File: config.mk
export PLATFORM = sky130hd
export DESIGN_NAME = branch_predict_unit
export DESIGN_NICKNAME = d
export VERILOG_FILES = /design/src/rtl/branch_predict_unit_pkg.sv /design/src/rtl/branch_predict_unit_return_stack.sv /design/src/rtl/branch_predict_unit.sv
export SDC_FILE = /design/constraint.sdc
export NUM_CORES = 1
export LEC_CHECK = 0
export CAP_MARGIN = 20
export CORE_ASPECT_RATIO = 1.5
export CORE_MARGIN = 4
export CORE_UTILIZATION = 40
export DETAILED_ROUTE_END_ITERATION = 8
export SLEW_MARGIN = 10
export SYNTH_ARGS = -nofsm -noshare
export SYNTH_HDL_FRONTEND = slang
export SYNTH_HIERARCHICAL = 1
export SYNTH_SLANG_ARGS = --single-unit
File: constraint.sdc
create_clock -name clk -period 11.5 [get_ports clk]
set_input_delay 3.45 -clock clk [delete_from_list [all_inputs] [get_ports clk]]
set_output_delay 3.45 -clock clk [all_outputs]
set_load 0.02 [all_outputs]
File: src/rtl/branch_predict_unit_pkg.sv
// ---------------------------------------------------------------------------
// branch_predict_unit_pkg
// Shared definitions for the front-end branch predictor: prediction-mode
// codes, 2-bit direction counter encodings, init/run FSM encodings and the
// saturating counter update function.
// Ports: none (package).
// ---------------------------------------------------------------------------
package branch_predict_unit_pkg;

   // Direction-table indexing modes
   localparam logic PRED_BIMODAL = 1'b0;
   localparam logic PRED_GSHARE  = 1'b1;

   // 2-bit direction counter states
   typedef enum logic [1:0] {
      SNT = 2'b00,   // strongly not-taken
      WNT = 2'b01,   // weakly not-taken (init value)
      WT  = 2'b10,   // weakly taken
      ST  = 2'b11    // strongly taken
   } ctr_e;

   // Table init sweep / normal operation
   typedef enum logic {
      ST_INIT = 1'b0,
      ST_RUN  = 1'b1
   } state_e;

   // Saturating +1 on taken, -1 on not-taken
   function automatic logic [1:0] sat2(input logic [1:0] ctr, input logic taken);
      logic [1:0] res;
      res = ctr;
      if (taken) begin
         if (ctr != 2'b11) res = ctr + 2'b01;
         else              res = ctr;
      end else begin
         if (ctr != 2'b00) res = ctr - 2'b01;
         else              res = ctr;
      end
      return res;
   endfunction

endpackage

File: src/rtl/branch_predict_unit_return_stack.sv
// ---------------------------------------------------------------------------
// return_stack
// Circular return-address stack. sp points at the next write slot; count
// tracks valid entries (0..DEPTH). Pushing when full overwrites the oldest
// entry. A simultaneous push+pop on a non-empty stack replaces the top.
// Ports:
//   clk, reset  core clock, synchronous active-high reset (sp/count only)
//   push        write push_addr as new top
//   push_addr   return address to store
//   pop         discard the top entry
//   top         current top entry, 32'h0 when empty (combinational)
//   empty       no valid entry (combinational)
// ---------------------------------------------------------------------------
module return_stack #(
   parameter int DEPTH = 4
) (
   input  logic        clk,
   input  logic        reset,
   input  logic        push,
   input  logic [31:0] push_addr,
   input  logic        pop,
   output logic [31:0] top,
   output logic        empty
);

   localparam int PW = (DEPTH > 1) ? $clog2(DEPTH) : 1;
   localparam logic [PW-1:0] ONE_P  = {{(PW-1){1'b0}}, 1'b1};
   localparam logic [PW:0]   ONE_C  = {{PW{1'b0}}, 1'b1};
   localparam logic [PW:0]   ZERO_C = {(PW+1){1'b0}};
   localparam logic [PW:0]   FULL_C = (PW+1)'(DEPTH);

   logic [31:0]   stack_r [DEPTH];
   logic [PW-1:0] sp_r;
   logic [PW:0]   count_r;
   logic [PW-1:0] sp_m1_s;
   logic          has_entry_s;
   logic          do_push_s;
   logic          do_pop_s;
   logic          do_replace_s;

   // Operation decode; push+pop on an empty stack degrades to a plain push
   always_comb begin
      sp_m1_s      = sp_r - ONE_P;
      has_entry_s  = (count_r != ZERO_C);
      do_push_s    = push & ~(pop & has_entry_s);
      do_pop_s     = pop & ~push & has_entry_s;
      do_replace_s = push & pop & has_entry_s;
   end

   // Stack pointer and occupancy; sp wraps naturally as DEPTH is a power of two
   always_ff @(posedge clk) begin
      if (reset) begin
         sp_r    <= {PW{1'b0}};
         count_r <= ZERO_C;
      end else if (do_push_s) begin
         sp_r    <= sp_r + ONE_P;
         count_r <= (count_r == FULL_C) ? FULL_C : count_r + ONE_C;
      end else if (do_pop_s) begin
         sp_r    <= sp_m1_s;
         count_r <= count_r - ONE_C;
      end else begin
         sp_r    <= sp_r;
         count_r <= count_r;
      end
   end

   // Entry storage; contents are intentionally not cleared by reset
   always_ff @(posedge clk) begin
      if (!reset && do_push_s) begin
         stack_r[sp_r] <= push_addr;
      end else if (!reset && do_replace_s) begin
         stack_r[sp_m1_s] <= push_addr;
      end else begin
         stack_r[sp_r] <= stack_r[sp_r];
      end
   end

   // Top-of-stack view
   always_comb begin
      if (has_entry_s) top = stack_r[sp_m1_s];
      else             top = 32'h0000_0000;
      empty = ~has_entry_s;
   end

endmodule

File: src/rtl/branch_predict_unit.sv
// ---------------------------------------------------------------------------
// branch_predict_unit
// Front-end predictor beside decode: 2-bit counter direction table indexed
// bimodally or gshare, non-speculative global history updated at branch
// resolution, return-address stack, init-sweep FSM and branch statistics.
// Ports:
//   clk, reset         core clock, synchronous active-high reset
//   ready              table initialised, predictions valid
//   q_PC               decode PC; q_taken/q_index answer combinationally
//   upd_*              branch resolution from execute (index, outcome, hit)
//   ras_push/_addr     call seen in decode, return address
//   ras_pop            return seen in decode
//   ras_top/ras_empty  predicted return target / stack empty
//   stat_branches/hits saturating resolved/correct counters
// ---------------------------------------------------------------------------
module branch_predict_unit
   import branch_predict_unit_pkg::*;
#(
   parameter int BHT_ADDR_BITS = 4,
   parameter int HIST_BITS     = 4,
   parameter int PRED_MODE     = 1,
   parameter int RAS_DEPTH     = 4,
   parameter int CNT_W         = 32
) (
   input  logic                     clk,
   input  logic                     reset,
   output logic                     ready,
   input  logic [31:0]              q_PC,
   output logic                     q_taken,
   output logic [BHT_ADDR_BITS-1:0] q_index,
   input  logic                     upd_valid,
   input  logic [BHT_ADDR_BITS-1:0] upd_index,
   input  logic                     upd_taken,
   input  logic                     upd_hit,
   input  logic                     ras_push,
   input  logic [31:0]              ras_push_addr,
   input  logic                     ras_pop,
   output logic [31:0]              ras_top,
   output logic                     ras_empty,
   output logic [CNT_W-1:0]         stat_branches,
   output logic [CNT_W-1:0]         stat_hits
);

   localparam int BHT_SIZE = 1 << BHT_ADDR_BITS;
   localparam logic [BHT_ADDR_BITS-1:0] LAST_IDX = BHT_ADDR_BITS'(BHT_SIZE - 1);
   localparam logic [BHT_ADDR_BITS-1:0] IDX_ONE  = {{(BHT_ADDR_BITS-1){1'b0}}, 1'b1};
   localparam logic [CNT_W-1:0]         CNT_MAX  = {CNT_W{1'b1}};
   localparam logic [CNT_W-1:0]         CNT_ONE  = {{(CNT_W-1){1'b0}}, 1'b1};
   localparam logic                     USE_GSHARE = (PRED_MODE == int'(PRED_GSHARE));

   state_e                   state_r;
   logic [BHT_ADDR_BITS-1:0] sweep_idx_r;
   logic [HIST_BITS-1:0]     ghr_r;
   logic [1:0]               bht_r [BHT_SIZE];
   logic [CNT_W-1:0]         stat_branches_r;
   logic [CNT_W-1:0]         stat_hits_r;
   logic                     run_s;
   logic [BHT_ADDR_BITS-1:0] pc_idx_s;
   logic [BHT_ADDR_BITS-1:0] ghr_ext_s;
   logic [HIST_BITS:0]       ghr_shift_s;
   logic                     pc_unused_s;

   assign run_s       = (state_r == ST_RUN);
   assign pc_unused_s = ^{q_PC[31:BHT_ADDR_BITS+2], q_PC[1:0]};

   // Query path: table index and predicted direction, no update bypass
   always_comb begin
      pc_idx_s  = q_PC[BHT_ADDR_BITS+1:2];
      ghr_ext_s = {BHT_ADDR_BITS{1'b0}};
      ghr_ext_s[HIST_BITS-1:0] = ghr_r;
      if (USE_GSHARE) q_index = pc_idx_s ^ ghr_ext_s;
      else            q_index = pc_idx_s;
      q_taken = run_s & bht_r[q_index][1];
   end

   // Init sweep FSM: one entry per cycle, then RUN until the next reset
   always_ff @(posedge clk) begin
      if (reset) begin
         state_r     <= ST_INIT;
         sweep_idx_r <= {BHT_ADDR_BITS{1'b0}};
      end else begin
         case (state_r)
            ST_INIT: begin
               sweep_idx_r <= sweep_idx_r + IDX_ONE;
               if (sweep_idx_r == LAST_IDX) state_r <= ST_RUN;
               else                         state_r <= ST_INIT;
            end
            ST_RUN: begin
               state_r     <= ST_RUN;
               sweep_idx_r <= sweep_idx_r;
            end
            default: begin
               state_r     <= ST_INIT;
               sweep_idx_r <= {BHT_ADDR_BITS{1'b0}};
            end
         endcase
      end
   end

   // Direction table: init writes during sweep, saturating training in RUN
   always_ff @(posedge clk) begin
      if (!reset && !run_s) begin
         bht_r[sweep_idx_r] <= WNT;
      end else if (!reset && upd_valid) begin
         bht_r[upd_index] <= sat2(bht_r[upd_index], upd_taken);
      end else begin
         bht_r[upd_index] <= bht_r[upd_index];
      end
   end

   // Shift register form that also works for a one-bit history
   assign ghr_shift_s = {ghr_r, upd_taken};

   // Global history, advanced only by resolved branches
   always_ff @(posedge clk) begin
      if (reset)                 ghr_r <= {HIST_BITS{1'b0}};
      else if (run_s && upd_valid) ghr_r <= ghr_shift_s[HIST_BITS-1:0];
      else                       ghr_r <= ghr_r;
   end

   // Saturating branch statistics, frozen while the table initialises
   always_ff @(posedge clk) begin
      if (reset) begin
         stat_branches_r <= {CNT_W{1'b0}};
         stat_hits_r     <= {CNT_W{1'b0}};
      end else if (run_s && upd_valid) begin
         if (stat_branches_r != CNT_MAX) stat_branches_r <= stat_branches_r + CNT_ONE;
         else                            stat_branches_r <= stat_branches_r;
         if (upd_hit && stat_hits_r != CNT_MAX) stat_hits_r <= stat_hits_r + CNT_ONE;
         else                                   stat_hits_r <= stat_hits_r;
      end else begin
         stat_branches_r <= stat_branches_r;
         stat_hits_r     <= stat_hits_r;
      end
   end

   assign ready         = run_s;
   assign stat_branches = stat_branches_r;
   assign stat_hits     = stat_hits_r;

   return_stack #(
      .DEPTH (RAS_DEPTH)
   ) u_ras (
      .clk       (clk),
      .reset     (reset),
      .push      (ras_push & run_s),
      .push_addr (ras_push_addr),
      .pop       (ras_pop & run_s),
      .top       (ras_top),
      .empty     (ras_empty)
   );

endmodule
==> out/results.txt, run 1 <==
Power Density - 139 nW/um^2
Switching portion of total power - 0.208
Max-slew violations - 0
Maximum buffer depth of the clock tree - 3
Cts repair resizes - 0
Via/cell ratio - 5.42
Combinational share of power - 0.051
Final-report hold violation count - 0
Row count - 72
Layout cells sized above 1 - 0.117
Final layout net count - 1034
Critical path class - input pin to output pin
Buf/Inv on CP - 2
Met3 WL - 1480 um
M1 WL - 9580 um
Instance count on the critical path - 6
Worst EP arrival - 6.20 ns
Dpl ws - 1.84 ns
Clk_lat worst skew - 0.52 ns
Status - complete, no violations
Die width - 141 um
NetSw - 379 uW
Seq cells post-synth - 238
First-pass DRT Iterations - 4
Share of flip-flops with an asynchronous set or reset - 0
DRT iter0 DRCs - 288
# Post-CTS Setup Buffers - 0
Clock Skew - 0.00935 ns
CTS root buf - clkbuf_16
Starting density of the core - 0.407
Number of synthesized flops with an enable pin - 160
Clock transition at path regs - 0.06 ns
Tcrit/Tclk final - 0.839
CP Max Fanout - 5
GR Util All Layers - 0.159
Initial antenna violation count - 0
Area growth syn-to-layout - 24.7%
Non-Filler Instances - 1304
Antenna Cells - 0
# setup viols final - 0
CTS sink cnt - 238
CP delay by family, top - multiplexers
Worst EP required - 8.05 ns
Post-synthesis cell count - 808
Register area share after synthesis - 0.603
Port Buffers - 149
CP max stage delay - 0.58 ns
Pin count of the biggest net entering global routing - 70
WL per Instance - 17.9 um
CP Capture Type - output pin
Met2 WL post-DR - 11800 um
Pint - 1.45 mW
Hold WS - 0.487 ns
Most frequent cells in the layout - edfxtp_1 (160), clkdlybuf4s50_1 (148), dfxtp_1 (77)
ANT nets after route - 0
Crit-path slowest cell - mux4_2
Mapped cell area - 10600 um^2
Unrepaired setup endpoints after global routing - no
VDD IR max - 0.137 mV
# Max-Cap Violations - 0
HP Class - flop to flop
Synth unique cells - 55
Ports - 178
Global-route wire length before repair - 37600 um
Mean cell area of the mapped netlist - 13.1 um^2
WL final - 23300 um
Startpoint types - input pin
Commonest non-fill, non-tap cell in the layout - edfxtp_1
Top FF cell, synth - edfxtp_1
CP cell instances - clkdlybuf4s50_1 -> xor2_1 -> mux4_2 -> mux4_2 -> and2_1 -> clkdlybuf4s50_1
Hold_buf cts - 0
Minimum clock period - 9.65 ns
FF-to-FF setup slack - 8.03 ns
Gr ovfl total - 0
Cell depth of the worst flop-to-flop path - 8
Ys Warns - 6
Slew HR - 0.369
Number of global-route vias before repair - 7111
WHS Path Cells - 2
Worst Tran Pin Value - 0.945 ns
Final setup TNS - 0 ns
DIE HEIGHT - 207 um
Die area - 29100 um^2
Clk pwr share - 0.444
Core ar. - 25900 um^2
Net count after synthesis - 889
Drt drc - 0
Flop pwr share - 0.505
Top Metal Used - met4
Post-DP HPWL - 15600 um
Final worst slack - 1.85 ns
CTS tree - built
GP Congestion - 0.785
Post-Place Cells - 1258
Vias - 7066
CTS buffer count - 24
Max H-tree Level - 1
Static leakage - 4.10 nW
F_max - 104 MHz
## cells in the mapped netlist, types with 15 or more instances
| master | instances | area (um^2) |
|---|---|---|
| nand2_1 | 42 | 158 |
| nand4_1 | 22 | 138 |
| mux4_2 | 40 | 901 |
| and2_1 | 40 | 250 |
| o21ai_0 | 28 | 140 |
| dfxtp_1 | 78 | 1560 |
| nand3_1 | 25 | 125 |
| nor2_1 | 49 | 184 |
| o31ai_1 | 24 | 180 |
| nor2b_1 | 15 | 93.8 |
| or4_1 | 22 | 165 |
| or3_1 | 29 | 181 |
| clkbuf_1 | 23 | 86.3 |
| edfxtp_1 | 160 | 4800 |
| a21oi_1 | 64 | 320 |
## worst paths after layout
kind / start / end
max: q_PC[2] / q_taken
min: ghr_ext_s[3] / ghr_ext_s[3]
max reg2reg: u_ras/count_r[0] / u_ras/stack_r[1][9]
min reg2reg: ghr_ext_s[3] / ghr_ext_s[3]
## final cells by class
cell class,count,area [um^2]
Inverter,12,45.0
Sequential cell,238,6370
Tap cell,333,417
Clock inverter,15,164
Multi-Input combinational cell,518,3940
Fill cell,2324,12800
Clock buffer,29,672
Timing Repair Buffer,159,1560
## flip-flops by register name (all words and copies together) (netlist names)
register       cells
u_ras/count_r      3
ready              1
bht_r             32
stat_hits         32
stat_branches     32
sweep_idx_r        4
u_ras/sp_r         2
u_ras/stack_r    128
ghr_ext_s          4
## cells by family after synthesis
kind of cell,share of synthesized area
buffers and inverters,0.0261
XOR/XNOR,0.0116
adder cells (fa/ha/maj),0.00711
multiplexers,0.111
AO/OA/AOI/OAI,0.0773
AND/OR/NAND/NOR,0.164
flip-flops,0.603
## metal layers
layer,track usage,vias to the layer above
met1,0.190,3435
met3,0.0389,32
met2,0.284,166
li1,-,3433
met5,0,-
met4,0.0488,0
## power by group through the flow
stage / logic (mW) / clock network [mW] / registers, mW
final: 0.0935 / 0.811 / 0.921
after global routing: 0.102 / 0.873 / 0.921
after CTS: 0.0946 / 0.838 / 0.921
after detailed placement: 0.0943 / 0 / 0.940
after global placement: 0.0933 / 0 / 0.940
after floorplan: 0.0476 / 0 / 0.938
## metrics by stage
step                      power (mW)  utilization  instance area, um^2
after detailed placement        1.03        0.475                12300
after CTS                       1.85        0.507                13200
after global placement          1.03        0.475                12300
final                           1.83        0.507                13200
after floorplan                0.986            -                10600
after global routing            1.90        0.507                13200
## tightest hold or removal path, stage by stage, from the launching register on
cell and delay [ns]:
dfxtp_1 0.32, nand2_1 0.06, a21oi_1 0.06
Power figures use the tool's default switching activity.
==> run 2, diff against run 1 <==
--- a/config.mk
+++ b/config.mk
@@ -10,6 +10,7 @@
 export CORE_MARGIN = 4
 export CORE_UTILIZATION = 40
 export DETAILED_ROUTE_END_ITERATION = 8
+export PLACE_DENSITY = 0.65
 export SLEW_MARGIN = 10
 export SYNTH_ARGS = -nofsm -noshare
 export SYNTH_HDL_FRONTEND = slang
==> constraint.sdc (replaced) <==
create_clock -name clk -period 8.8 [get_ports clk]
set_input_delay 2.64 -clock clk [delete_from_list [all_inputs] [get_ports clk]]
set_output_delay 2.64 -clock clk [all_outputs]
set_load 0.02 [all_outputs]
==> run 2 against run 1 <==
Effect of this change:
- non-clock buffer count up 2
- first-iteration DRC count down 3.1%
- power up 28%
- sequential cell count unchanged
- global-route usage down 0.31 points
- sequential share of layout area up 0.21 points
- clock power up 23%
- final cell count down 0.23%
- routed wire length down 0.87%
- count of clock-buffer cells in the layout down 4
- critical endpoint unchanged
- register-to-register slack worse by 2.4 ns
- die area unchanged
==> out/results.txt, run 2 (synthesis gave the netlist of run 1 again) <==
DRT iter0 DRCs - 279 (-3.1%)
Cell depth of the worst flop-to-flop path - 8 (unchanged)
Met3 Usage GRT - 0.0357 (-0.00323)
F_max - 125 MHz
GR Util All Layers - 0.156 (-0.00311)
FF-to-FF setup slack - 5.60 ns (-2.43 ns)
M1 GR Usage - 0.187 (-0.00294)
Pint - 1.85 mW (+28%)
Cts repair resizes - 0 (unchanged)
# setup viols final - 0 (unchanged)
Tcrit/Tclk final - 0.913
Post-DP HPWL - 15600 um (-0.30%)
Final-report hold violation count - 0 (unchanged)
Routing usage on met2 - 0.279 (-0.00531)
Static leakage - 4.07 nW (-0.61%)
CP Max Fanout - 5 (unchanged)
Minimum clock period - 8.03 ns
CTS tree - built
Max H-tree Level - 1 (unchanged)
Global-route wire length before repair - 37200 um (-1.1%)
Crit. Startpoint - q_PC[2]
Layout cells sized above 1 - 0.114 (-0.00377)
Row count - 72 (unchanged)
First-pass DRT Iterations - 5 (+1)
CTS sink cnt - 238 (unchanged)
ANT nets after route - 0 (unchanged)
Via/cell ratio - 5.51 (+1.7%)
Multi-input logic area - 3940 um^2 (unchanged)
Worst Tran Pin Value - 0.866 ns (-0.0788 ns)
Gr ovfl total - 0 (unchanged)
# Post-CTS Setup Buffers - 0 (unchanged)
Max-slew violations - 0 (unchanged)
CTS buffer count - 23 (-4.2%)
CP endpoint - q_taken
Core ar. - 25900 um^2 (unchanged)
Most frequent cells in the layout - edfxtp_1 (160), clkdlybuf4s50_1 (148), dfxtp_1 (77)
Number of global-route vias before repair - 7217 (+1.5%)
Drt drc - 0 (unchanged)
Combinational share of power - 0.053 (+0.002)
HP Class - flop to flop
CP Capture Type - output pin
Vias - 7167 (+1.4%)
Die area - 29100 um^2 (unchanged)
Clock transition at path regs - 0.07 ns (about the same)
Hold_buf cts - 0 (unchanged)
# Max-Cap Violations - 0 (unchanged)
WL final - 23100 um (-0.87%)
Maximum buffer depth of the clock tree - 3 (unchanged)
FF-to-FF End - u_ras/stack_r[3][22]
Final setup TNS - 0 ns (unchanged)
Switching portion of total power - 0.205 (-0.00282)
Slew HR - 0.421 (+0.0511)
Power Density - 178 nW/um^2 (+28%)
CTS root buf - clkbuf_16
Crit-path slowest cell - mux4_2
CP max stage delay - 0.58 ns (about the same)
VDD IR max - 0.159 mV (+16%)
CP cell instances - clkdlybuf4s50_1 -> xor2_1 -> mux4_2 -> mux4_2 -> and2_1 -> clkdlybuf4s50_1
Number of flip-flops in the largest register - 128 (unchanged)
Storage element area - 6370 um^2 (unchanged)
Startpoint types - input pin
Pin count of the biggest net entering global routing - 60 (-14%)
Critical path class - input pin to output pin
Commonest non-fill, non-tap cell in the layout - edfxtp_1
Initial antenna violation count - 0 (unchanged)
Global routing's busiest layer - met2
Hold WS - 0.487 ns (+0.000484 ns)
Clock Skew - 0.0149 ns (+0.00552 ns)
WL per Instance - 17.8 um (-0.64%)
Final layout net count - 1035 (+0.097%)
Die width - 141 um (unchanged)
Status - complete, no violations
DIE HEIGHT - 207 um (unchanged)
Unrepaired setup endpoints after global routing - no
Worst EP required - 6.16 ns (-1.89 ns)
Flop pwr share - 0.517 (+0.012)
Antenna Cells - 0 (unchanged)
Starting density of the core - 0.407 (unchanged)
GP Congestion - 0.813 (+3.6%)
NetSw - 477 uW (+26%)
Clk pwr share - 0.431 (-0.013)
Ports - 178 (unchanged)
Top reg by flops - u_ras/stack_r
Area growth syn-to-layout - 24.2%
Clk_lat worst skew - 0.51 ns (about the same)
Fill cell count - 2262 (-2.7%)
Critical R2R Launch - u_ras/count_r[0]
Port Buffers - 149 (unchanged)
Worst EP arrival - 5.39 ns (-0.81 ns)
-- run 2: cell types whose count changed in the layout (fill, tap and decap cells not counted), sizes merged --
cell / previous run / this run
inv: 12 / 13
clkbuf: 30 / 25
clkinvlp: 3 / 2
buf: 10 / 13
clkinv: 9 / 7
bufinv: 3 / 4
-- run 2: worst min-delay path by stage --
stage | from | end | slack, ns | cells past startpoint
after floorplan | ghr_ext_s[3] | ghr_ext_s[3] | 0.45 | 2
after global placement | ghr_ext_s[3] | ghr_ext_s[3] | 0.47 | 2
after detailed placement | ghr_ext_s[2] | ghr_ext_s[3] | 0.48 | 2
after CTS | ghr_ext_s[2] | ghr_ext_s[3] | 0.49 | 2
after global routing | ghr_ext_s[2] | ghr_ext_s[3] | 0.50 | 2
final | ghr_ext_s[2] | ghr_ext_s[3] | 0.49 | 2
-- run 2: metrics by stage --
stage	worst slack, ns	util	power (mW)	cell area [um^2]	instances
3_5_place_dp	0.742	0.476	1.35	12300	1261
4_1_cts	0.721	0.505	2.36	13100	1300
3_3_place_gp	0.806	0.476	1.35	12300	1261
2_1_floorplan	1.60	-	1.29	10600	808
5_1_grt	0.612	0.505	2.41	13100	1301
6_report	0.768	0.505	2.33	13100	1301
-- run 2: power groups by stage --
| stage | Combinational, mW | Clock, mW | Sequential [mW] |
|---|---|---|---|
| after global placement | 0.121 | 0 | 1.23 |
| after detailed placement | 0.123 | 0 | 1.23 |
| after CTS | 0.124 | 1.03 | 1.20 |
| after floorplan | 0.0622 | 0 | 1.23 |
| final | 0.122 | 1.00 | 1.20 |
| after global routing | 0.134 | 1.08 | 1.20 |
-- run 2: area by class of cell --
type                       count  share of cell area
clock buffer                  25              0.0445
clock inverter                14              0.0138
inverter                      12             0.00344
multi-input combinational    518               0.300
sequential                   238               0.486
tap                          333              0.0318
timing repair buffer         161               0.120
-- run 2: per-layer routing --
metal / share of wire / vias to the layer above
li1: - / 3424
met1: 0.40 / 3504
met2: 0.51 / 204
met3: 0.062 / 35
met4: 0.024 / 0
met5: 0 / -
-- run 2: worst max-delay path, delay by kind of cell --
kind | cells | cell delay, ns
and+or+nand+nor | 1 | 0.17
buffers and inverters | 2 | 1.01
muxes | 2 | 1.07
xor gates and xnor gates | 1 | 0.50
==> run 3, diff against run 2 <==
--- a/config.mk
+++ b/config.mk
@@ -9,6 +9,7 @@
 export CORE_ASPECT_RATIO = 1.5
 export CORE_MARGIN = 4
 export CORE_UTILIZATION = 40
+export CTS_CLUSTER_DIAMETER = 50
 export DETAILED_ROUTE_END_ITERATION = 8
 export PLACE_DENSITY = 0.65
 export SLEW_MARGIN = 10
==> run 3 against run 2 <==
Effect of this change:
- die area stayed put
- register-to-register slack hardly changed
- routed wire length is 0.33% higher
- worst setup slack worse by 0.0014 ns
- non-clock buffer count stayed put
- critical path type unchanged
- critical endpoint unchanged
==> out/results.txt, run 3 (synthesis gave the netlist of run 1 again) <==
Tcrit/Tclk final - 0.913 (about the same)
Crit. Startpoint - q_PC[2]
Die area - 29100 um^2 (unchanged)
Final layout net count - 1037 (+0.19%)
CP max stage delay - 0.58 ns (about the same)
Static leakage - 4.09 nW (+0.39%)
Status - complete, no violations
Ports - 178 (unchanged)
Gr ovfl total - 0 (unchanged)
Commonest non-fill, non-tap cell in the layout - edfxtp_1
Critical R2R Launch - u_ras/count_r[0]
Row count - 72 (unchanged)
Max-slew violations - 0 (unchanged)
# Max-Cap Violations - 0 (unchanged)
First-pass DRT Iterations - 4 (-1)
Slew HR - 0.382 (-0.0385)
GR Util All Layers - 0.156 (+0.000421)
Number of global-route vias before repair - 7187 (-0.42%)
Power Density - 178 nW/um^2 (+0.47%)
Drt drc - 0 (unchanged)
Startpoint types - input pin
Initial antenna violation count - 0 (unchanged)
Worst EP required - 6.16 ns (about the same)
Via/cell ratio - 5.50 (-0.24%)
Dpl ws - 0.742 ns (unchanged)
Top reg by flops - u_ras/stack_r
# setup viols final - 0 (unchanged)
Most frequent cells in the layout - edfxtp_1 (160), clkdlybuf4s50_1 (148), dfxtp_1 (77)
Min-delay src - ghr_ext_s[2]
WL per Instance - 17.8 um (about the same)
Hold_buf cts - 0 (unchanged)
HP Class - flop to flop
DRT iter0 DRCs - 339 (+22%)
Maximum buffer depth of the clock tree - 3 (unchanged)
Number of flip-flops in the largest register - 128 (unchanged)
Unrepaired setup endpoints after global routing - no
Cts repair resizes - 0 (unchanged)
Final worst slack - 0.767 ns (-0.00139 ns)
CP Max Fanout - 5 (unchanged)
# Post-CTS Setup Buffers - 0 (unchanged)
CTS tree - built
VDD IR max - 0.181 mV (+14%)
Clock Skew - 0.0120 ns (-0.00290 ns)
Clock transition at path regs - 0.06 ns (about the same)
Layout cells sized above 1 - 0.117 (+0.00353)
WL final - 23200 um (+0.33%)
CTS root buf - clkbuf_16
CP Capture Type - output pin
Crit-path slowest cell - mux4_2
CTS buffer count - 25 (+8.7%)
CTS sink cnt - 238 (unchanged)
Critical path class - input pin to output pin
GP Congestion - 0.813 (unchanged)
Worst EP arrival - 5.39 ns (about the same)
CP cell instances - clkdlybuf4s50_1 -> xor2_1 -> mux4_2 -> mux4_2 -> and2_1 -> clkdlybuf4s50_1
Starting density of the core - 0.407 (unchanged)
Global-route wire length before repair - 37100 um (about the same)
F_max - 124 MHz (about the same)
DIE HEIGHT - 207 um (unchanged)
Vias - 7177 (+0.14%)
Pin count of the biggest net entering global routing - 60 (unchanged)
Die width - 141 um (unchanged)
Worst Tran Pin Value - 0.924 ns (+0.0575 ns)
Minimum clock period - 8.03 ns (+0.00139 ns)
Clk_lat worst skew - 0.53 ns (+0.02 ns)
Max H-tree Level - 1 (unchanged)
Area growth syn-to-layout - 24.5%
Core ar. - 25900 um^2 (unchanged)
Port Buffers - 149 (unchanged)
ANT nets after route - 0 (unchanged)
Final-report hold violation count - 0 (unchanged)
Final setup TNS - 0 ns (unchanged)
Post-DP HPWL - 15600 um (unchanged)
Antenna Cells - 0 (unchanged)
==> run 3: through the flow <==
stage | std cells | total power [mW] | hold slack, ns | cell area (um^2) | util
final | 1306 | 2.35 | 0.487 | 13100 | 0.507
after global routing | 1306 | 2.44 | 0.498 | 13100 | 0.507
after CTS | 1305 | 2.38 | 0.488 | 13100 | 0.506
after detailed placement | 1261 | 1.35 | 0.482 | 12300 | 0.476
after global placement | 1261 | 1.35 | 0.471 | 12300 | 0.476
after floorplan | 808 | 1.29 | 0.448 | 10600 | -
==> run 3: metal layers <==
| metal | vias up | routed length [um] | GRT usage |
|---|---|---|---|
| li1 | 3434 | - | - |
| met1 | 3504 | 9310 | 0.184 |
| met2 | 196 | 11900 | 0.280 |
| met3 | 43 | 1420 | 0.0378 |
| met4 | 0 | 629 | 0.0533 |
| met5 | - | 0 | 0 |
==> run 3: final timing paths <==
kind / endpoint / cells after the start / slack [ns]
min: ghr_ext_s[3] / 2 / 0.49
max: q_taken / 6 / 0.77
min reg2reg: ghr_ext_s[3] / 2 / 0.49
max reg2reg: u_ras/stack_r[3][22] / 8 / 5.60
==> run 3: worst max-delay path: cells and delay by family <==
kind | cells | cell delay [ns]
xor gates and xnor gates | 1 | 0.49
buffers and inverters | 2 | 1.01
and+or+nand+nor | 1 | 0.17
muxes | 2 | 1.08
==> run 3: area by class of cell <==
type                            instances  area [um^2]
Tap cell                              333          417
Clock inverter                         17          169
Fill cell                            2264        12800
Multi-Input combinational cell        518         3940
Sequential cell                       238         6370
Inverter                               12         45.0
Clock buffer                           27          633
Timing Repair Buffer                  161         1580
==> run 3: report_power, final <==
part / switching (mW) / leakage (nW) / total [mW] / internal [mW]
Sequential: 0.00431 / 2.07 / 1.20 / 1.20
Clock: 0.434 / 0.386 / 1.02 / 0.587
Combinational: 0.0660 / 1.63 / 0.123 / 0.0567
